**src/rtl/pkg_write_controller_if.sv**
```systemverilog
// Packet word stream carried into the write controller.
// The source drives words and framing; the controller answers with ready.
interface pkg_write_controller_if #(
    parameter int DATA_WIDTH = 8
) ();
    logic                  in_valid;
    logic                  in_ready;
    logic [DATA_WIDTH-1:0] in_data;
    logic                  in_sop;
    logic                  in_eop;

    modport master (
        output in_valid,
        output in_data,
        output in_sop,
        output in_eop,
        input  in_ready
    );

    modport slave (
        input  in_valid,
        input  in_data,
        input  in_sop,
        input  in_eop,
        output in_ready
    );
endinterface

```
**src/rtl/pkg_write_controller.sv**
```systemverilog
// Writes a packet word stream into paged data RAM, chaining pages
// through a link table and reporting head/tail/length per packet.
module pkg_write_controller #(
    parameter int ADDR_WIDTH        = 6,
    parameter int ADDR_PAGE_NUM_LOG = 4,
    parameter int DATA_WIDTH        = 8,
    parameter int LEN_WIDTH         = 16
) (
    input  logic                         clk,
    input  logic                         rst_n,
    pkg_write_controller_if.slave        in_if,
    output logic                         empty_table_read_req,
    input  logic [ADDR_PAGE_NUM_LOG-1:0] empty_table_read_addr,
    input  logic                         empty_table_empty,
    output logic                         ram_write_req,
    output logic [ADDR_WIDTH-1:0]        ram_write_addr,
    output logic [DATA_WIDTH-1:0]        ram_write_data,
    output logic                         link_write_req,
    output logic [ADDR_PAGE_NUM_LOG-1:0] link_write_addr,
    output logic [ADDR_PAGE_NUM_LOG-1:0] link_write_data,
    output logic                         pkg_done,
    output logic [ADDR_PAGE_NUM_LOG-1:0] pkg_head_addr,
    output logic [ADDR_PAGE_NUM_LOG-1:0] pkg_tail_addr,
    output logic [LEN_WIDTH-1:0]         pkg_length,
    output logic                         protocol_err
);
    localparam int OFF_W = ADDR_WIDTH - ADDR_PAGE_NUM_LOG;

    typedef enum logic {IDLE, BODY} state_t;

    state_t                       st, st_nx;
    logic                         run;
    logic [ADDR_PAGE_NUM_LOG-1:0] spare, cur_page, head, page;
    logic                         spare_valid;
    logic [1:0]                   gap;
    logic [OFF_W-1:0]             offset;
    logic [LEN_WIDTH-1:0]         len, len_nx;
    logic                         ready, acc, fetch, take, wr, err_nx;

    // run keeps combinational outputs low while reset is held
    always_comb begin
        st_nx  = st;
        ready  = 1'b0;
        take   = 1'b0;
        wr     = 1'b0;
        err_nx = 1'b0;
        page   = cur_page;
        len_nx = len;
        fetch  = run & ~spare_valid & ~empty_table_empty & (gap == 2'd0);
        unique case (st)
            IDLE: ready = spare_valid | ~in_if.in_sop;
            BODY: ready = (offset != '0) | spare_valid;
        endcase
        ready = ready & run;
        acc   = in_if.in_valid & ready;
        unique case (st)
            IDLE: begin
                if (acc && in_if.in_sop) begin
                    take   = 1'b1;
                    wr     = 1'b1;
                    page   = spare;
                    len_nx = LEN_WIDTH'(1);
                    st_nx  = in_if.in_eop ? IDLE : BODY;
                end else if (acc) begin
                    err_nx = 1'b1;
                end
            end
            BODY: begin
                if (acc) begin
                    wr = 1'b1;
                    if (offset == '0) begin
                        take = 1'b1;
                        page = spare;
                    end
                    len_nx = (&len) ? len : len + 1'b1;
                    if (in_if.in_eop) st_nx = IDLE;
                end
            end
        endcase
    end

    always_ff @(posedge clk or negedge rst_n) begin
        if (!rst_n) begin
            st              <= IDLE;
            run             <= 1'b0;
            spare           <= '0;
            spare_valid     <= 1'b0;
            gap             <= '0;
            cur_page        <= '0;
            head            <= '0;
            offset          <= '0;
            len             <= '0;
            ram_write_req   <= 1'b0;
            ram_write_addr  <= '0;
            ram_write_data  <= '0;
            link_write_req  <= 1'b0;
            link_write_addr <= '0;
            link_write_data <= '0;
            pkg_done        <= 1'b0;
            pkg_head_addr   <= '0;
            pkg_tail_addr   <= '0;
            pkg_length      <= '0;
            protocol_err    <= 1'b0;
        end else begin
            st             <= st_nx;
            run            <= 1'b1;
            ram_write_req  <= wr;
            link_write_req <= take & (st == BODY);
            pkg_done       <= wr & in_if.in_eop;
            protocol_err   <= err_nx;
            if (fetch) begin
                gap         <= 2'd2;
                spare       <= empty_table_read_addr;
                spare_valid <= 1'b1;
            end else begin
                if (gap != 2'd0) gap <= gap - 2'd1;
                if (take) spare_valid <= 1'b0;
            end
            if (wr) begin
                ram_write_addr <= {page, offset};
                ram_write_data <= in_if.in_data;
                cur_page       <= page;
                len            <= len_nx;
                offset         <= in_if.in_eop ? '0 : offset + 1'b1;
                if (st == IDLE) head <= spare;
            end
            if (take && st == BODY) begin
                link_write_addr <= cur_page;
                link_write_data <= spare;
            end
            if (wr && in_if.in_eop) begin
                pkg_head_addr <= (st == IDLE) ? spare : head;
                pkg_tail_addr <= page;
                pkg_length    <= len_nx;
            end
        end
    end

    assign in_if.in_ready       = ready;
    assign empty_table_read_req = fetch;
endmodule

```
**src/flat_wrapper.sv**
```systemverilog
// flat-port wrapper written by rule: the top's interface ports become plain ports
module pkg_write_controller_flat 
#(
    parameter int ADDR_WIDTH        = 6,
    parameter int ADDR_PAGE_NUM_LOG = 4,
    parameter int DATA_WIDTH        = 8,
    parameter int LEN_WIDTH         = 16
)
  (clk, rst_n, empty_table_read_req, empty_table_read_addr, empty_table_empty, ram_write_req, ram_write_addr, ram_write_data, link_write_req, link_write_addr, link_write_data, pkg_done, pkg_head_addr, pkg_tail_addr, pkg_length, protocol_err, in_if_in_valid, in_if_in_data, in_if_in_sop, in_if_in_eop, in_if_in_ready);
  pkg_write_controller_if #(.DATA_WIDTH(DATA_WIDTH)) in_if_i ();
  input  logic clk;
  input  logic rst_n;
  output logic empty_table_read_req;
  input  logic [ADDR_PAGE_NUM_LOG-1:0] empty_table_read_addr;
  input  logic empty_table_empty;
  output logic ram_write_req;
  output logic [ADDR_WIDTH-1:0] ram_write_addr;
  output logic [DATA_WIDTH-1:0] ram_write_data;
  output logic link_write_req;
  output logic [ADDR_PAGE_NUM_LOG-1:0] link_write_addr;
  output logic [ADDR_PAGE_NUM_LOG-1:0] link_write_data;
  output logic pkg_done;
  output logic [ADDR_PAGE_NUM_LOG-1:0] pkg_head_addr;
  output logic [ADDR_PAGE_NUM_LOG-1:0] pkg_tail_addr;
  output logic [LEN_WIDTH-1:0] pkg_length;
  output logic protocol_err;
  input wire logic [$bits(in_if_i.in_valid)-1:0] in_if_in_valid;
  input wire logic [$bits(in_if_i.in_data)-1:0] in_if_in_data;
  input wire logic [$bits(in_if_i.in_sop)-1:0] in_if_in_sop;
  input wire logic [$bits(in_if_i.in_eop)-1:0] in_if_in_eop;
  output wire logic [$bits(in_if_i.in_ready)-1:0] in_if_in_ready;
  assign in_if_i.in_valid = in_if_in_valid;
  assign in_if_i.in_data = in_if_in_data;
  assign in_if_i.in_sop = in_if_in_sop;
  assign in_if_i.in_eop = in_if_in_eop;
  assign in_if_in_ready = in_if_i.in_ready;
  pkg_write_controller #(.ADDR_WIDTH(ADDR_WIDTH), .ADDR_PAGE_NUM_LOG(ADDR_PAGE_NUM_LOG), .DATA_WIDTH(DATA_WIDTH), .LEN_WIDTH(LEN_WIDTH)) u_core (.clk(clk), .rst_n(rst_n), .in_if(in_if_i), .empty_table_read_req(empty_table_read_req), .empty_table_read_addr(empty_table_read_addr), .empty_table_empty(empty_table_empty), .ram_write_req(ram_write_req), .ram_write_addr(ram_write_addr), .ram_write_data(ram_write_data), .link_write_req(link_write_req), .link_write_addr(link_write_addr), .link_write_data(link_write_data), .pkg_done(pkg_done), .pkg_head_addr(pkg_head_addr), .pkg_tail_addr(pkg_tail_addr), .pkg_length(pkg_length), .protocol_err(protocol_err));
endmodule
```
**config.mk**
```make
export PLATFORM = sky130hd
export DESIGN_NAME = pkg_write_controller_flat
export DESIGN_NICKNAME = d
export VERILOG_FILES = /design/src/rtl/pkg_write_controller_if.sv /design/src/rtl/pkg_write_controller.sv /design/src/flat_wrapper.sv
export SDC_FILE = /design/constraint.sdc
export NUM_CORES = 1
export LEC_CHECK = 0
export ABC_CLOCK_PERIOD_IN_PS = 2400
export CORE_MARGIN = 3
export CORE_UTILIZATION = 25
export CTS_CLUSTER_SIZE = 14
export DETAILED_ROUTE_END_ITERATION = 8
export PLACE_DENSITY = 0.51
export SLEW_MARGIN = 20
export SYNTH_ARGS = -nofsm -noshare
export SYNTH_HDL_FRONTEND = slang
export SYNTH_SLANG_ARGS = --single-unit
```
**constraint.sdc**
```tcl
create_clock -name clk -period 2.4 [get_ports clk]
set_input_delay 0.48 -clock clk [delete_from_list [all_inputs] [get_ports clk]]
set_output_delay 0.48 -clock clk [all_outputs]
set_load 0.01 [all_outputs]
```
==> flow_metrics.py <==
metrics = {
    "outcome": {
        "outcome": "finished, final reports clean",
    },
    "sta": {
        "fin_worst_skew_ns": 0.00879,
        "fin_setup_tns_ns": 0,
        "worstMarginPinSlew_ns": 0.524,
        "slew_viol_final": 0,
        "post-route-min-period_ns": 2.23,
        "fin_ws_ns": 0.172,
        "hold_viol": 0,
        "finalSetupViolations": 0,
        "rsz0062_at_grt": "no",
        "maxSlewHeadroom_pct": 65.1,
        "fin_crit_sh_pct": 92.8,
        "max_freq_mhz": 449,
    },
    "global_routing": {
        "grt_overflow_total": 0,
        "antenna_found_initial": 0,
        "grt_pass1_wl_um": 14900,
        "track_usage_pct": 11.7,
        "grt_max_degree": 45,
        "grt_pass1_vias": 2880,
    },
    "place": {
        "dp_hpwl_um": 6200,
        "port_buffers": 69,
        "dp_slack_ns": 0.0173,
        "place.gp.congestion": 0.732,
    },
    "drt": {
        "ant_nets": 0,
        "vias": 2741,
        "viasPerCell": 4.55,
        "drt_iter0_drc": 98,
        "dr.pass1.iters": 4,
        "post-route-drc-count": 0,
        "post_drt_wl_per_cell_um": 14.4,
        "routed_wl_um": 8650,
    },
    "synthesis": {
        "synth-seq-cells": 81,
        "syn_area_um2": 3540,
        "synth_edf_count": 0,
        "ys_warn_count": 0,
        "yosysMostFrequentCell": "dfrtp_1",
        "synth_cell_type_count": 49,
        "synth_common_cells": "dfrtp_1 (81), nand2_1 (76), mux2_2 (18), nor2_1 (17), o21ai_0 (16)",
        "syn_avg_cell_area_um2": 10.6,
        "seq_area_frac_synth_pct": 57.2,
        "synth_top_area_cell": "dfrtp_1",
        "synth.net_count": 354,
        "synth_area_leaders": "dfrtp_1 (57%), nand2_1 (8.1%), mux2_2 (5.7%)",
        "syn_inst": 333,
        "synth_top_area_share_pct": 57.2,
        "ys.flop_type": "dfrtp_1",
        "ys_async_sr_fraction_pct": 100,
    },
    "setup_path": {
        "crit_fanout": 2,
        "path_buf_inv": 2,
        "cp_slowest_stage_delay_ns": 0.55,
        "endpoint_kind": "primary output",
        "startpoint_type": "input port",
        "crit_path_top_delay_cell": "clkdlybuf4s50_1",
        "startpoint": "empty_table_empty",
        "path_delay_family": "buffers and inverters",
        "rr_startpoint": "u_core.len[0]",
        "required_ns": 1.92,
        "crit_type": "input port to primary output",
        "worstPathArrival_ns": 1.75,
        "crit_top_cell": "clkdlybuf4s50_1",
        "path_cells": "clkdlybuf4s50_1, nor2_1, and3_1, clkdlybuf4s50_1",
    },
    "clock_network": {
        "cts-root-buf": "clkbuf_16",
        "clock_latency_ns": 0.34,
        "numCtsBuffers": 9,
        "clockBufferDepth": 2,
        "cts_hold_buf": 0,
        "ctsHtreeMaxLevel": 3,
        "cts.sinks": 81,
        "clkSlewWorstSetupHoldPaths_ns": 0.06,
        "cts_tree": "built",
    },
    "run": {
        "drv_cap": 0,
    },
    "power_and_ir_drop": {
        "p_per_area_nw_per_um2": 1060,
        "leakagePower_nw": 2.24,
        "ir_drop_mv": 0.493,
    },
    "finish": {
        "nets": 442,
        "syn2layout_area_growth_pct": 36.7,
        "layout-drive-gt1-share_pct": 15.5,
        "antenna_cells": 0,
    },
    "die": {
        "die_h_um": 125,
        "core_area_um2": 13600,
        "fp.dieW_um": 125,
        "pin_count": 70,
        "std_cell_rows": 42,
        "dieArea_um2": 15600,
        "initial_core_util_pct": 26.1,
    },
    "hold_path": {
        "hold_path.class": "input port to async pin",
    },
}
==> worst register-to-register path: stages (launching register included) <==
cell and delay (ns):
dfrtp_1 0.44, ha_1 0.23, and3_1 0.31, and4_1 0.37, nand2_1 0.09, o41ai_1 0.38, o21ai_0 0.13
==> cells by family (layout without fill, tap and decap cells) <==
family | Yosys count | count (layout) | share of synthesized area, %
flops | 81 | 81 | 57.2
buf+inv | 23 | 116 | 3.29
simple gates | 143 | 143 | 19.2
fa+ha+maj | 3 | 3 | 1.06
other cells | 1 | 1 | 0.106
compound gates | 50 | 50 | 9.26
mux | 31 | 31 | 9.65
xor+xnor | 1 | 1 | 0.247
==> sequential cells by signal, indices dropped and copies added (netlist names), 2 cells and up <==
register and count:
u_core.offset 2, u_core.pkg_tail_addr 4, u_core.cur_page 4, u_core.link_write_data 4, u_core.spare 4, u_core.link_write_addr 4, u_core.len 16, u_core.ram_write_addr 2
u_core.ram_write_data 8, u_core.head 4, u_core.pkg_length 16, u_core.gap 2, u_core.pkg_head_addr 4
==> power by group <==
part	switching, mW	internal (mW)
Sequential	0.303	1.79
Combinational	0.767	0.945
Clock	0.593	0.742
Total	1.66	3.48
==> worst paths after layout <==
path,endpoint,slack (ns),cells after the start
setup / recovery,empty_table_read_req,0.17,4
hold / removal,u_core.len[11],0.12,1
setup reg to reg,u_core.pkg_length[14],0.32,6
hold reg to reg,u_core.ram_write_data[2],0.47,2
max in group asynchronous,u_core.len[0],1.67,2
min in group clk,u_core.ram_write_data[2],0.47,2
==> metrics by stage <==
| step | util (%) | hold WS, ns | std cells | cell area, µm² | total power [mW] |
|---|---|---|---|---|---|
| global route | 35.7 | 0.157 | 602 | 4840 | 5.51 |
| detailed placement | 33.5 | 0.456 | 585 | 4540 | 3.85 |
| floorplan | - | 0.184 | 333 | 3540 | 2.90 |
| global placement | 33.5 | 0.449 | 585 | 4540 | 3.81 |
| CTS | 35.7 | 0.137 | 602 | 4840 | 5.23 |
| finish | 35.7 | 0.118 | 602 | 4840 | 5.14 |
==> final cells by class <==
type,instances,area (µm²)
clock buffers,10,239
fillers,1403,8720
well taps,176,220
flip-flops and latches,81,2030
clock inverters,6,48.8
multi-input cells,229,1400
inverters,7,26.3
repair buffers,93,880
==> cells in the final DEF (no fill, tap or decap), drive strengths merged, types with 2 or more instances in the layout <==
cell type,n
o311ai,2
mux2i,9
clkinvlp,2
inv,10
nand4,7
a31oi,5
and3,6
nand3,13
clkbuf,10
ha,3
or3,4
o21ai,17
nand2,76
nor3,2
a22oi,2
nand3b,2
clkdlybuf4s50,67
nor2,17
o21a,3
and2,3
dfrtp,81
nand2b,2
o211ai,3
mux2,22
buf,25
a21oi,9
and4,6
==> routing by layer <==
metal | GRT usage [%] | wire (µm) | vias to the layer above | share of wire, %
li1 | - | - | 1343 | -
met4 | 4.78 | 141 | 0 | 1.6
met2 | 18.5 | 4050 | 46 | 47
met5 | 0 | 0 | - | 0
met1 | 15.4 | 4120 | 1341 | 48
met3 | 3.20 | 341 | 11 | 3.9
==> what timing repair did <==
action                                  CTS  global route
resized for setup                         2             0
endpoints found under the setup margin    1             0
buffers inserted                          1             0
No activity file was read; power rests on OpenSTA's default activity.
==> patch 1: new RTL, same settings <==
`LEN_WIDTH` is set to 16 in 2 places; all go to 64.
--- a/src/rtl/pkg_write_controller.sv
+++ b/src/rtl/pkg_write_controller.sv
@@ -6,3 +6,3 @@
     parameter int DATA_WIDTH        = 8,
-    parameter int LEN_WIDTH         = 16
+    parameter int LEN_WIDTH         = 64
 ) (
--- a/src/flat_wrapper.sv
+++ b/src/flat_wrapper.sv
@@ -6,3 +6,3 @@
     parameter int DATA_WIDTH        = 8,
-    parameter int LEN_WIDTH         = 16
+    parameter int LEN_WIDTH         = 64
 )
Interface: changed (resized pkg_length); port bits go from 70 to 118. No check against the original RTL was run, so the function may have changed too.
==> patch 1 against the unedited design <==
  * The run now ends with negative setup slack left
  * Routed wire length rose to 3.5 times the old value
  * Cell area rose to 2.7 times the old value
  * Synthesized cell count rose by 150%
  * Worst setup slack got worse by 0.22 ns
  * Die area rose by 130%
  * Total power rose by 83%
  * Area after synthesis rose by 140%
  * Worst hold slack got worse by 0.046 ns
  * Sequential cell count rose by 96
==> patch 1: results (changes against the unedited design) <==
Total setup violations reported at the end of the flow: 16 (+16). The run gives 3244 (+130%) as the fill cell instance count of the final layout. The final clock skew was 0.0140 ns (+0.00524 ns). The placement-stage worst setup slack was -0.564 ns (-0.581 ns); the number of global-route vias before repair was 7834 (+170%).

The overall die area was 36300 um^2 (+130%). The count of unique library cells instantiated by Yosys was 56 (+14%); the per-cell routed wire length was 18.9 um (+32%). The number of H-tree branching levels was 4 (+1). The number of max-cap violations came out at 0 (unchanged). The average size of a mapped cell is 10.3 um^2 (-3.2%).

The run finished, with violations left. The highest fanout seen on the critical path was 7 (+5). By count the netlist is led by 177 x sky130_fd_sc_hd__dfrtp_1, 138 x sky130_fd_sc_hd__nand2_1, 56 x sky130_fd_sc_hd__mux2_2. The run gives 847 (+140%) as the number of nets in the synthesized netlist.

The area after detailed placement was 11700 um^2 (+160%). In the final layout, the registers with the most flip-flops are u_core.len: 64 flops, u_core.pkg_length: 64 flops, u_core.ram_write_data: 8 flops. The quantity of I/O buffers inserted on ports is 117 (+70%), and the pin count of the biggest net entering global routing is 69 (+53%). The switching power summed over all nets came out at 2.77 mW (+67%). The run gives -0.0514 ns (-0.224 ns) as the smallest setup slack after layout. The setup TNS came out at -0.415 ns (-0.415 ns). The placer's final routability congestion estimate is 0.892 (+22%), and the source-to-sink clock delay at the later pin of the worst-skew pair is 0.44 ns (+0.10 ns). The checks that failed: negative setup slack. The run gives 2.83 ns (+1.08 ns) as the arrival time at the worst endpoint.

Initial detailed-routing violation count: 482 (+390%). The worst vdd rail ir drop was 0.420 mV (-15%); the layout cell share with drive strength beyond 1 was 0.352 (+0.197). The first-pass GRT wire length is 46900 um (+210%). For the sequential share of the synthesized area, the log shows 0.521 (-0.0516).

Yosys attributes the largest share of cell area to sky130_fd_sc_hd__dfrtp_1 52%, sky130_fd_sc_hd__mux2_2 7.4%, sky130_fd_sc_hd__nand2_1 6.1%. Transition at the pin with the smallest max-transition slack: 0.709 ns (+0.185 ns). The via density per instance was 4.85 (+6.5%).

The logs give 17 (+8) for the number of CTS-inserted buffers and 1179 (+170%) for the post-layout net count. The run gives 22400 um (+260%) as the post-DP HPWL. The logs give 0.168 (+0.0506) for the global router's overall resource usage and 5.92 nW (+160%) for the leakage power figure.
-- patch 1: area by class of cell --
type / instances / area, um^2 / area share
flip-flops and latches: 177 / 4430 / 0.337
multi-input cells: 597 / 4350 / 0.331
repair buffers: 350 / 3140 / 0.239
well taps: 442 / 553 / 0.0421
clock buffers: 18 / 429 / 0.0327
clock inverters: 13 / 161 / 0.0123
inverters: 15 / 58.8 / 0.00448
diodes: 1 / 2.50 / 0.000191
-- patch 1: what timing repair did --
item | CTS | global route
endpoints found under the hold margin | 0 | 0
pin swaps | 9 | 43
endpoints found under the setup margin | 62 | 83
gates cloned | 1 | 1
setup buffers | 3 | 22
resized for setup | 45 | 86
-- patch 1: worst max-delay path, stage by stage, from the launching register on --
cell	delay [ns]
sky130_fd_sc_hd__dfrtp_1	0.41
sky130_fd_sc_hd__nand4_1	0.19
sky130_fd_sc_hd__or3_4	0.42
sky130_fd_sc_hd__or4_4	0.61
sky130_fd_sc_hd__buf_12	0.18
sky130_fd_sc_hd__nand4_1	0.11
sky130_fd_sc_hd__mux2i_2	0.28
sky130_fd_sc_hd__mux2_4	0.19
-- patch 1: kinds of logic after synthesis --
kind of cell | after synthesis | synth area share
other | 1 | 0.000441
buffers and inverters | 53 | 0.0268
adders and majority gates | 3 | 0.00441
AOI/OAI and AO/OA | 116 | 0.0955
and+or+nand+nor | 380 | 0.229
DFF | 177 | 0.521
muxes | 96 | 0.123
-- patch 1: power groups by stage --
stage                     logic (mW)  registers (mW)  clock network [mW]
after detailed placement        2.54            3.92                   0
after global routing            2.88            3.94                3.12
after floorplan                0.899            4.04                   0
after CTS                       2.62            3.86                2.98
final                           2.64            3.85                2.91
after global placement          2.50            3.90                   0
-- patch 1: path summary, 6_finish.rpt --
check / startpoint / end / slack [ns] / depth (start not counted)
setup / recovery: u_core.len[24]$_DFFE_PN0P_ / u_core.pkg_length[22]$_DFFE_PN0P_ / -0.05 / 7
hold / removal: rst_n / u_core.ram_write_data[7]$_DFFE_PN0P_ / 0.07 / 1
setup reg to reg: u_core.len[24]$_DFFE_PN0P_ / u_core.pkg_length[22]$_DFFE_PN0P_ / -0.05 / 7
max in group asynchronous: rst_n / u_core.len[7]$_DFFE_PN0P_ / 1.66 / 2
hold reg to reg: u_core.head[2]$_DFFE_PN0P_ / u_core.head[2]$_DFFE_PN0P_ / 0.48 / 2
min in group clk: u_core.head[2]$_DFFE_PN0P_ / u_core.head[2]$_DFFE_PN0P_ / 0.48 / 2
-- patch 1: layer usage --
layer	routed length (um)	vias up	global-route usage
met5	0	-	0
met1	15300	3836	0.250
met2	13000	222	0.249
met4	522	0	0.0460
met3	1650	31	0.0320
li1	-	3731	-
==> patch 2: new RTL, same settings <==
Made on the original files. Remove the register `protocol_err`: a continuous assignment takes its place, so the output `protocol_err` follows one clock earlier.
--- a/src/rtl/pkg_write_controller.sv
+++ b/src/rtl/pkg_write_controller.sv
@@ -102,3 +102,2 @@
             pkg_length      <= '0;
-            protocol_err    <= 1'b0;
         end else begin
@@ -109,3 +108,2 @@
             pkg_done       <= wr & in_if.in_eop;
-            protocol_err   <= err_nx;
             if (fetch) begin
@@ -138,2 +136,4 @@
 
+    assign protocol_err = err_nx;
+
     assign in_if.in_ready       = ready;
Function: changed (a bounded check fails within 4 cycles, from zero or initial values and one cycle with rst_n low).
==> patch 2 against the unedited design <==
  * Routed wire length decreased by 3.0%
  * Sequential cell count decreased by 1
  * Area after synthesis decreased by 0.71%
  * Cell area increased by 1.3%
  * Cell count increased by 0.33%
  * First-iteration DRC count increased by 29%
  * Worst setup slack got worse by 0.018 ns
  * Total power increased by 2.8%
  * Non-clock buffer count increased by 3
  * Synthesized cell count decreased by 0.30%
  * Critical endpoint unchanged
==> patch 2: results (changes against the unedited design) <==
First-pass GRT wire length: 14500 um (-2.7%). For the final clock skew, the log shows 0.00620 ns (-0.00259 ns). The synthesized-area fraction occupied by xor and xnor cells was 0.00249 (+0.0000176); the mux contribution to synthesized area was 0.0972 (+0.000687). For the synthesized instance count, the log shows 332 (-0.30%). The placer's final routability congestion estimate is 0.798 (+9.1%).

The run gives 6290 um (+1.5%) as the post-DP HPWL. Counting instances in the post-synthesis netlist gives the leading cell types as 80 x sky130_fd_sc_hd__dfrtp_1, 76 x sky130_fd_sc_hd__nand2_1, 18 x sky130_fd_sc_hd__mux2_2. The largest registers in the layout are u_core.len: 16 flops, u_core.pkg_length: 16 flops, u_core.ram_write_data: 8 flops.

The leakage power figure is 2.30 nW (+2.7%), and the number of nets in the synthesized netlist is 353 (-0.28%). The compound-cell area share of the yosys netlist works out to 0.0932 (+0.000659). In the post-synthesis netlist, the biggest area contributors are sky130_fd_sc_hd__dfrtp_1 57%, sky130_fd_sc_hd__nand2_1 8.1%, sky130_fd_sc_hd__mux2_2 5.8%. The run gives 126 (+29%) as the initial detailed-routing violation count. The per-cell routed wire length works out to 13.9 um (-3.4%). Hold violation count in the final report: 0 (unchanged). The sequential share of the synthesized area is 0.569 (-0.00304), and the pin count of the biggest net entering global routing is 38 (-16%). The run gives 0.113 (-0.00483) as the global router's overall resource usage. The run finished with clean final reports.

The tools report the total instance count after detailed placement as 588 (+0.51%). The arrival time at the worst endpoint is 1.77 ns (+0.02 ns), and the placement-stage worst setup slack is 0.00151 ns (-0.0158 ns). Post-layout net count: 444 (+0.45%). The layout cell share with drive strength beyond 1 is 0.159 (+0.00395). The tools report the number of standard cells in the final layout excluding fillers as 604 (+0.33%). The post-synthesis adder-cell area fraction is 0.0107 (+0.0000754).
[patch 2: cell count changes in the layout (fill, tap and decap cells not counted), sizes merged]
cell | before | now
buf | 25 | 28
bufinv | 0 | 2
clkbuf | 10 | 9
clkdlybuf4s50 | 67 | 65
clkinvlp | 2 | 1
dfrtp | 81 | 80
dlymetal6s2s | 0 | 2
[patch 2: power breakdown]
part | switching (mW) | internal [mW]
combinational | 0.737 | 0.951
clock | 0.577 | 0.924
sequential | 0.322 | 1.77
total | 1.64 | 3.65
[patch 2: metrics by stage]
stage / total power, mW / hold WS [ns] / util / area (um^2)
after CTS: 5.38 / 0.0935 / 0.363 / 4900
after global placement: 3.81 / 0.436 / 0.339 / 4570
after floorplan: 2.88 / 0.184 / - / 3520
after detailed placement: 3.85 / 0.449 / 0.339 / 4570
final: 5.28 / 0.0834 / 0.363 / 4900
after global routing: 5.66 / 0.104 / 0.363 / 4900
[patch 2: cell families after synthesis]
group           Yosys count
fa+ha+maj                 3
mux                      31
other cells               1
xor+xnor                  1
flops                    80
buf+inv                  23
simple gates            143
compound gates           50
[patch 2: final timing paths]
kind	from	endpoint	slack (ns)	cells after the start
worst min register to register	u_core.ram_write_data[7]$_DFFE_PN0P_	u_core.ram_write_data[7]$_DFFE_PN0P_	0.47	2
min in group clk	u_core.ram_write_data[7]$_DFFE_PN0P_	u_core.ram_write_data[7]$_DFFE_PN0P_	0.47	2
worst min-delay path	rst_n	u_core.len[5]$_DFFE_PN0P_	0.08	1
max in group asynchronous	rst_n	u_core.pkg_tail_addr[2]$_DFFE_PN0P_	1.78	2
worst max register to register	u_core.len[0]$_DFFE_PN0P_	u_core.pkg_length[2]$_DFFE_PN0P_	0.35	6
worst max-delay path	empty_table_empty	empty_table_read_req	0.15	4
[patch 2: routing by layer]
metal,track usage,vias to the layer above,wire length (um)
met2,0.187,56,3990
met4,0.0226,0,78
met5,0,-,0
met3,0.0364,8,433
li1,-,1334,-
met1,0.145,1344,3880
[patch 2: worst max-delay path, cell delays in order]
cell and delay (ns):
sky130_fd_sc_hd__clkdlybuf4s50_1 0.41, sky130_fd_sc_hd__nor2_1 0.11, sky130_fd_sc_hd__and3_1 0.22, sky130_fd_sc_hd__clkdlybuf4s50_1 0.55
[patch 2: what timing repair did]
item / in CTS / in global routing
gates cloned: 0 / 0
gates resized for setup: 1 / 2
setup endpoints to repair: 1 / 2
setup buffers: 0 / 0
[patch 2: cell type report]
cell class | count | area [um^2]
sequential | 80 | 2000
clock buffer | 9 | 225
clock inverter | 7 | 101
inverter | 7 | 26.3
fill | 1359 | 8600
tap | 176 | 220
timing repair buffer | 96 | 932
multi-input combinational | 229 | 1400
